`src/rtl/uart_tx_arbiter.sv`:
```
// uart_tx_arbiter
//   Shares one UART transmitter between N byte-stream requesters.
//   Requesters are served in round-robin order. A requester keeps the grant
//   for a whole packet, which ends with the byte flagged last=1.
//   Each accepted byte is registered onto o_tx_data and launched with a
//   one-cycle o_tx_start pulse. The arbiter then tracks the transmitter's
//   busy rise and fall before it accepts another byte.
//   A missing busy rise, or a locked requester stalling mid-packet, raises
//   a one-cycle o_error and forces release of the grant.
//
// Ports
//   i_clk, i_rst_n   clock, asynchronous active-low reset
//   i_req_valid[N]   per-requester byte valid
//   i_req_data[N*W]  requester k drives bits [k*W +: W]
//   i_req_last[N]    last byte of packet, sampled with the data
//   o_req_ready[N]   one-hot ready; a byte moves on valid & ready
//   o_tx_data[W]     registered byte to transmitter
//   o_tx_start       one-cycle start pulse
//   i_tx_busy        transmitter busy, high for the whole frame
//   o_grant[N]       one-hot current owner, 0 when unowned
//   o_busy           high whenever the FSM is not idle
//   o_error          one-cycle pulse on start or hold timeout
//
// state     | meaning
// ----------+--------------------------------------------------------------
// IDLE      | no owner; round-robin pick from the pointer, accept one byte
// START     | pulse o_tx_start, arm the start timeout
// WAIT_BUSY | wait for transmitter busy to rise, or time out
// WAIT_DONE | wait for busy to fall; release on last, otherwise hold
// HOLD      | owner keeps the grant; wait for its next byte, or time out
module uart_tx_arbiter #(
  parameter int N        = 4,
  parameter int W        = 8,
  parameter int START_TO = 16,
  parameter int HOLD_TO  = 64
) (
  input  logic           i_clk,
  input  logic           i_rst_n,
  input  logic [N-1:0]   i_req_valid,
  input  logic [N*W-1:0] i_req_data,
  input  logic [N-1:0]   i_req_last,
  output logic [N-1:0]   o_req_ready,
  output logic [W-1:0]   o_tx_data,
  output logic           o_tx_start,
  input  logic           i_tx_busy,
  output logic [N-1:0]   o_grant,
  output logic           o_busy,
  output logic           o_error
);

  localparam int IW   = (N > 1) ? $clog2(N) : 1;
  localparam int TMAX = (START_TO > HOLD_TO) ? START_TO : HOLD_TO;
  localparam int TW   = $clog2(TMAX + 1);
  // Down-counters load TO-1 so that terminal count zero lands on the TO-th cycle.
  localparam logic [TW-1:0] START_LOAD = TW'(START_TO - 1);
  localparam logic [TW-1:0] HOLD_LOAD  = TW'(HOLD_TO - 1);

  typedef enum logic [2:0] {
    S_IDLE,
    S_START,
    S_WAIT_BUSY,
    S_WAIT_DONE,
    S_HOLD
  } state_t;

  state_t          r_state;
  state_t          w_next;
  logic            r_arm;
  logic [IW-1:0]   r_ptr;
  logic [IW-1:0]   r_owner;
  logic [TW-1:0]   r_timer;
  logic            r_lock_end;
  logic [W-1:0]    r_tx_data;
  logic [N-1:0]    r_grant;

  logic            w_hi_found;
  logic            w_lo_found;
  logic [IW-1:0]   w_hi_idx;
  logic [IW-1:0]   w_lo_idx;
  logic            w_pick_found;
  logic [IW-1:0]   w_pick_idx;
  logic [IW-1:0]   w_sel_idx;
  logic [W-1:0]    w_sel_data;
  logic            w_sel_last;
  logic            w_sel_valid;
  logic [N-1:0]    w_ready;
  logic            w_start;
  logic            w_error;
  logic            w_load;
  logic            w_release;
  logic            w_timer_start;
  logic            w_timer_hold;

  function automatic logic [N-1:0] onehot(input logic [IW-1:0] idx);
    return N'(1) << idx;
  endfunction

  // Round-robin search split in two passes: indices at/above the pointer win
  // over the wrapped ones below it; the descending loop leaves the lowest index.
  always_comb begin
    w_hi_found = 1'b0;
    w_lo_found = 1'b0;
    w_hi_idx   = '0;
    w_lo_idx   = '0;
    for (int k = N - 1; k >= 0; k--) begin
      if (i_req_valid[k]) begin
        if (k >= int'(r_ptr)) begin
          w_hi_found = 1'b1;
          w_hi_idx   = IW'(k);
        end else begin
          w_lo_found = 1'b1;
          w_lo_idx   = IW'(k);
        end
      end
    end
    w_pick_found = w_hi_found | w_lo_found;
    w_pick_idx   = w_hi_found ? w_hi_idx : w_lo_idx;
  end

  // In HOLD only the locked owner is eligible; elsewhere the fresh pick is used.
  always_comb begin
    w_sel_idx   = (r_state == S_HOLD) ? r_owner : w_pick_idx;
    w_sel_data  = '0;
    w_sel_last  = 1'b0;
    w_sel_valid = 1'b0;
    for (int k = 0; k < N; k++) begin
      if (int'(w_sel_idx) == k) begin
        w_sel_data  = i_req_data[k*W +: W];
        w_sel_last  = i_req_last[k];
        w_sel_valid = i_req_valid[k];
      end
    end
  end

  always_comb begin
    w_next        = r_state;
    w_ready       = '0;
    w_start       = 1'b0;
    w_error       = 1'b0;
    w_load        = 1'b0;
    w_release     = 1'b0;
    w_timer_start = 1'b0;
    w_timer_hold  = 1'b0;
    case (r_state)
      S_IDLE: begin
        // r_arm holds ready low until the first clock after reset release.
        if (r_arm && w_pick_found) begin
          w_ready = onehot(w_pick_idx);
          w_load  = 1'b1;
          w_next  = S_START;
        end
      end
      S_START: begin
        w_start       = 1'b1;
        w_timer_start = 1'b1;
        w_next        = S_WAIT_BUSY;
      end
      S_WAIT_BUSY: begin
        if (i_tx_busy) begin
          w_next = S_WAIT_DONE;
        end else if (r_timer == '0) begin
          w_error   = 1'b1;
          w_release = 1'b1;
          w_next    = S_IDLE;
        end
      end
      S_WAIT_DONE: begin
        if (!i_tx_busy) begin
          if (r_lock_end) begin
            w_release = 1'b1;
            w_next    = S_IDLE;
          end else begin
            w_timer_hold = 1'b1;
            w_next       = S_HOLD;
          end
        end
      end
      S_HOLD: begin
        if (w_sel_valid) begin
          w_ready = onehot(r_owner);
          w_load  = 1'b1;
          w_next  = S_START;
        end else if (r_timer == '0) begin
          w_error   = 1'b1;
          w_release = 1'b1;
          w_next    = S_IDLE;
        end
      end
      default: w_next = S_IDLE;
    endcase
  end

  always_ff @(posedge i_clk or negedge i_rst_n) begin
    if (!i_rst_n) begin
      r_state    <= S_IDLE;
      r_arm      <= 1'b0;
      r_ptr      <= '0;
      r_owner    <= '0;
      r_timer    <= '0;
      r_lock_end <= 1'b0;
      r_tx_data  <= '0;
      r_grant    <= '0;
    end else begin
      r_state <= w_next;
      r_arm   <= 1'b1;
      if (w_load) begin
        r_tx_data  <= w_sel_data;
        r_lock_end <= w_sel_last;
        r_owner    <= w_sel_idx;
        r_grant    <= onehot(w_sel_idx);
      end
      if (w_release) begin
        r_grant <= '0;
        r_ptr   <= (r_owner == IW'(N - 1)) ? '0 : r_owner + IW'(1);
      end
      if (w_timer_start) begin
        r_timer <= START_LOAD;
      end else if (w_timer_hold) begin
        r_timer <= HOLD_LOAD;
      end else if (((r_state == S_WAIT_BUSY) || (r_state == S_HOLD)) && (r_timer != '0)) begin
        r_timer <= r_timer - 1'b1;
      end
    end
  end

  assign o_req_ready = w_ready;
  assign o_tx_start  = w_start;
  assign o_error     = w_error;
  assign o_busy      = (r_state != S_IDLE);
  assign o_grant     = r_grant;
  assign o_tx_data   = r_tx_data;

endmodule

```
`config.mk`:
```
export PLATFORM = sky130hd
export DESIGN_NAME = uart_tx_arbiter
export DESIGN_NICKNAME = d
export VERILOG_FILES = /design/src/rtl/uart_tx_arbiter.sv
export SDC_FILE = /design/constraint.sdc
export NUM_CORES = 1
export LEC_CHECK = 0
export ABC_AREA = 1
export CAP_MARGIN = 15
export CORE_ASPECT_RATIO = 0.75
export CORE_MARGIN = 4
export CORE_UTILIZATION = 50
export DETAILED_ROUTE_END_ITERATION = 12
export MAX_ROUTING_LAYER = met4
export PLACE_DENSITY = 0.85
export SLEW_MARGIN = 20
export SYNTH_ARGS = -nofsm -noshare
export SYNTH_HDL_FRONTEND = slang
export SYNTH_SLANG_ARGS = --single-unit
export TNS_END_PERCENT = 5
```
`constraint.sdc`:
```
create_clock -name i_clk -period 2.95 [get_ports i_clk]
set_clock_uncertainty 0.2 [all_clocks]
set_input_delay 0.59 -clock i_clk [delete_from_list [all_inputs] [get_ports i_clk]]
set_output_delay 0.59 -clock i_clk [all_outputs]
set_load 0.005 [all_outputs]
```
==> results by group <==
Outcome
  – Status: completed

Flow run
  – Max-cap viol count: 0

Layout
  – Multi-input gate area: ~1100 um2
  – Number of antenna repair diodes: 0
  – Fin util: 0.769
  – Sequential cell area: roughly 700 um2
  – Synth-to-Final Area Change: 45.8%
  – Post-route insts no fill: 405
  – Leading cell types in the layout, fill and taps excluded: nand2_1, clkdlybuf4s50_1, inv_1, dfrtp_1, buf_4
  – Most common cell after layout, fill and taps aside: nand2_1
  – Nets: between 400 and 500
  – Fill count: 280
  – Fraction of layout instances using a drive strength above 1: 0.224
  – Post-route cell area: approximately 2900 um2

Synth
  – Xor/xnor cell area share of the yosys netlist: 0
  – Area share of and/or/nand/nor cells after synthesis: 0.381
  – Post-Synth Adder-Cell Area: 0.0320
  – Mapped Area: approximately 2000 um2
  – Synth Warn #: 0
  – Synth async-reset ratio: 1.00
  – Syn nets: ~320
  – Compound-Gate Fraction of Synth Area: 0.128
  – Largest family of logic cells by synthesized area: simple AND/OR/NAND/NOR gates
  – Sequential area share after synthesis: 0.358
  – Multiplexer share of the synthesized area: 0
  – Number of flops mapped to enable cells by yosys: 0
  – Primary FF master, synth: dfrtp_1
  – Synthesized area per cell: 7.27 um2
  – Yosys cell types: 33
  – Gate Count Post-Synth: between 200 and 300
  – FF+latch count, synth: 28

Floorplan
  – Boundary Pins: a little over 60
  – DIE AREA: approximately 5000 um2
  – Core area: 3710 um2
  – Starting Density: 0.528
  – Die height: 62.2 um
  – Die Wd: 80.2 um
  – Rows: 19

Critical path
  – Worst EP arrival: roughly 2 ns
  – Worst setup SP type: input port
  – RR Startpoint: r_ptr[1]$_DFFE_PN0P_
  – Reg-to-reg endpoint: o_tx_data[7]$_DFFE_PN0P_
  – Worst setup EP type: output port
  – Type of the worst setup path: in2out
  – Reg2reg setup slack: around 0.50 ns
  – Req. time, crit path: 2.16 ns
  – FF-to-FF path depth: 15
  – Critical-path maximum fanout: 4

Min path
  – Hold depth: 2
  – Worst Hold End: o_tx_data[1]$_DFFE_PN0P_
  – Hold/Removal Path Class: reg2reg
  – Hold path startpoint: o_tx_data[1]$_DFFE_PN0P_

Clock tree
  – Clk slew on worst S/H paths: around 0.1 ns
  – H-tree level count: 1
  – Root buf cell: clkbuf_8
  – Cts bufs inserted: 3
  – TritonCTS clock tree: done
  – Clock latency on the worst-skew pair: 0.28 ns
  – Number of hold buffers added after cts: 0
  – Clock Sink Count: 28
  – CTS max path bufs: 2

STA
  – Crit path setup slack, layout: ~0.097 ns
  – F_max: roughly 0.35 GHz
  – Setup TNS: 0 ns
  – Fin Hold WS: 0.298 ns
  – Final hold vios: 0
  – Part of the cycle the worst path needs: 0.967
  – Final setup fails: 0
  – Fin crit period: 2.85 ns
  – Max Slew Vio Count: 0
  – RSZ-0062 raised after global routing: yes

Global routing
  – First-pass GRT wire length: about 9200 um
  – Initial antenna violation count: 0
  – Number of global-route vias before repair: around 2,100
  – GRT overflow: 0
  – All-Layer GR Usage: 0.238
  – Largest net degree at the start of global routing: 29

Detailed routing
  – DRC: 0
  – Number of DRC markers in iteration 0: around 160
  – DR vias: ~2,100
  – Final wirelength: 5590 um
  – Drt first pass iters: 4
  – DR WL/cell: approximately 14 um
  – Detailed-route vias per instance: ~5.2
  – Post-route ant nets: 0

Place
  – DPL Wire Length: approximately 4200 um
  – Port Buffers: 61
  – GP Congestion: just over 1
  – Post-DP Area: around 2700 um2
  – Placement Setup Slack: -0.529 ns
  – Placed cells: 396

Power and ir drop
  – Peak VDD IR: just under 0.5 mV
  – Leak pwr: approximately 1.3 nW
  – Tot Pwr: 2.59 mW
  – PwrDens: 910 nW/um2
-- repair_timing --
item	4_1_cts	5_1_grt
setup buffers	5	0
setup endpoints to repair	5	4
pin swaps	11	2
resized for setup	33	6
-- synthesized netlist by cell type, types with 2 or more instances --
master    instances  area [um2]
nand3_1          20         100
o21ai_0          18        90.1
nor2_4            2        22.5
ha_1              5        62.6
inv_1            36         135
dfrtp_1          28         701
nand2_4           2        22.5
nand3b_1          3        22.5
o21ai_2           8        70.1
nand4_1          10        62.6
nand2_2          12        75.1
nand3_2           2        20.0
nor2_1           16        60.1
nand2_1          73         274
a21oi_1           4        20.0
inv_2             4        15.0
nor3_1            4        20.0
nor2_2            2        12.5
o22ai_1           4        25.0
o211ai_1          3        22.5
-- final cells by class --
class | count | area share
clock buffers | 3 | 0.0145
clock inverters | 1 | 0.0105
inverters | 42 | 0.0579
multi-input cells | 196 | 0.388
flip-flops and latches | 28 | 0.246
well taps | 52 | 0.0228
repair buffers | 83 | 0.261
-- worst max-delay path, cell delays in order --
cell             delay (ns)
clkdlybuf4s15_1        0.19
inv_2                  0.10
nand3_1                0.08
nand2_1                0.09
nand2_1                0.05
nand2_1                0.10
nand3_2                0.12
nand2_4                0.12
nand3_2                0.06
nand2_1                0.09
nand2_2                0.09
nand2_2                0.08
nand2_2                0.07
o31ai_1                0.08
buf_2                  0.16
-- worst max-delay path by stage --
stage / start / to / slack (ns) / depth (start not counted)
5_1_grt: i_req_valid[0] / o_req_ready[1] / -0.04 / 12
4_1_cts: i_req_valid[1] / o_error / 0.15 / 14
6_report: i_req_valid[0] / o_error / 0.1 / 15
3_3_place_gp: i_req_valid[1] / o_error / -0.44 / 14
3_5_place_dp: i_req_valid[3] / o_req_ready[3] / -0.53 / 14
2_1_floorplan: i_req_valid[3] / o_req_ready[0] / 0.51 / 12
-- state kept, by name (all words and copies together), names as in the netlist --
register / count
r_timer: 7
r_arm: 1
o_grant: 4
r_ptr: 2
r_state: 3
r_owner: 2
o_tx_data: 8
r_lock_end: 1
-- routing by layer --
layer,global-route usage,wire (um),up-vias
met1,0.288,2410,953
li1,-,-,1051
met5,-,0,-
met4,0.0654,103,0
met3,0.0780,584,12
met2,0.380,2490,99
-- kinds of logic (layout without fill, tap and decap cells) --
| group | after synthesis | count (layout) |
|---|---|---|
| AOI/OAI and AO/OA | 40 | 40 |
| DFF | 28 | 28 |
| adders and majority gates | 5 | 5 |
| and+or+nand+nor | 150 | 150 |
| buffers and inverters | 45 | 129 |
| other | 1 | 1 |
-- where the power goes --
part	internal (mW)	switching [mW]
clock	0.182	0.126
sequential	0.548	0.136
combinational	0.696	0.907
Power figures use the tool's default switching activity.
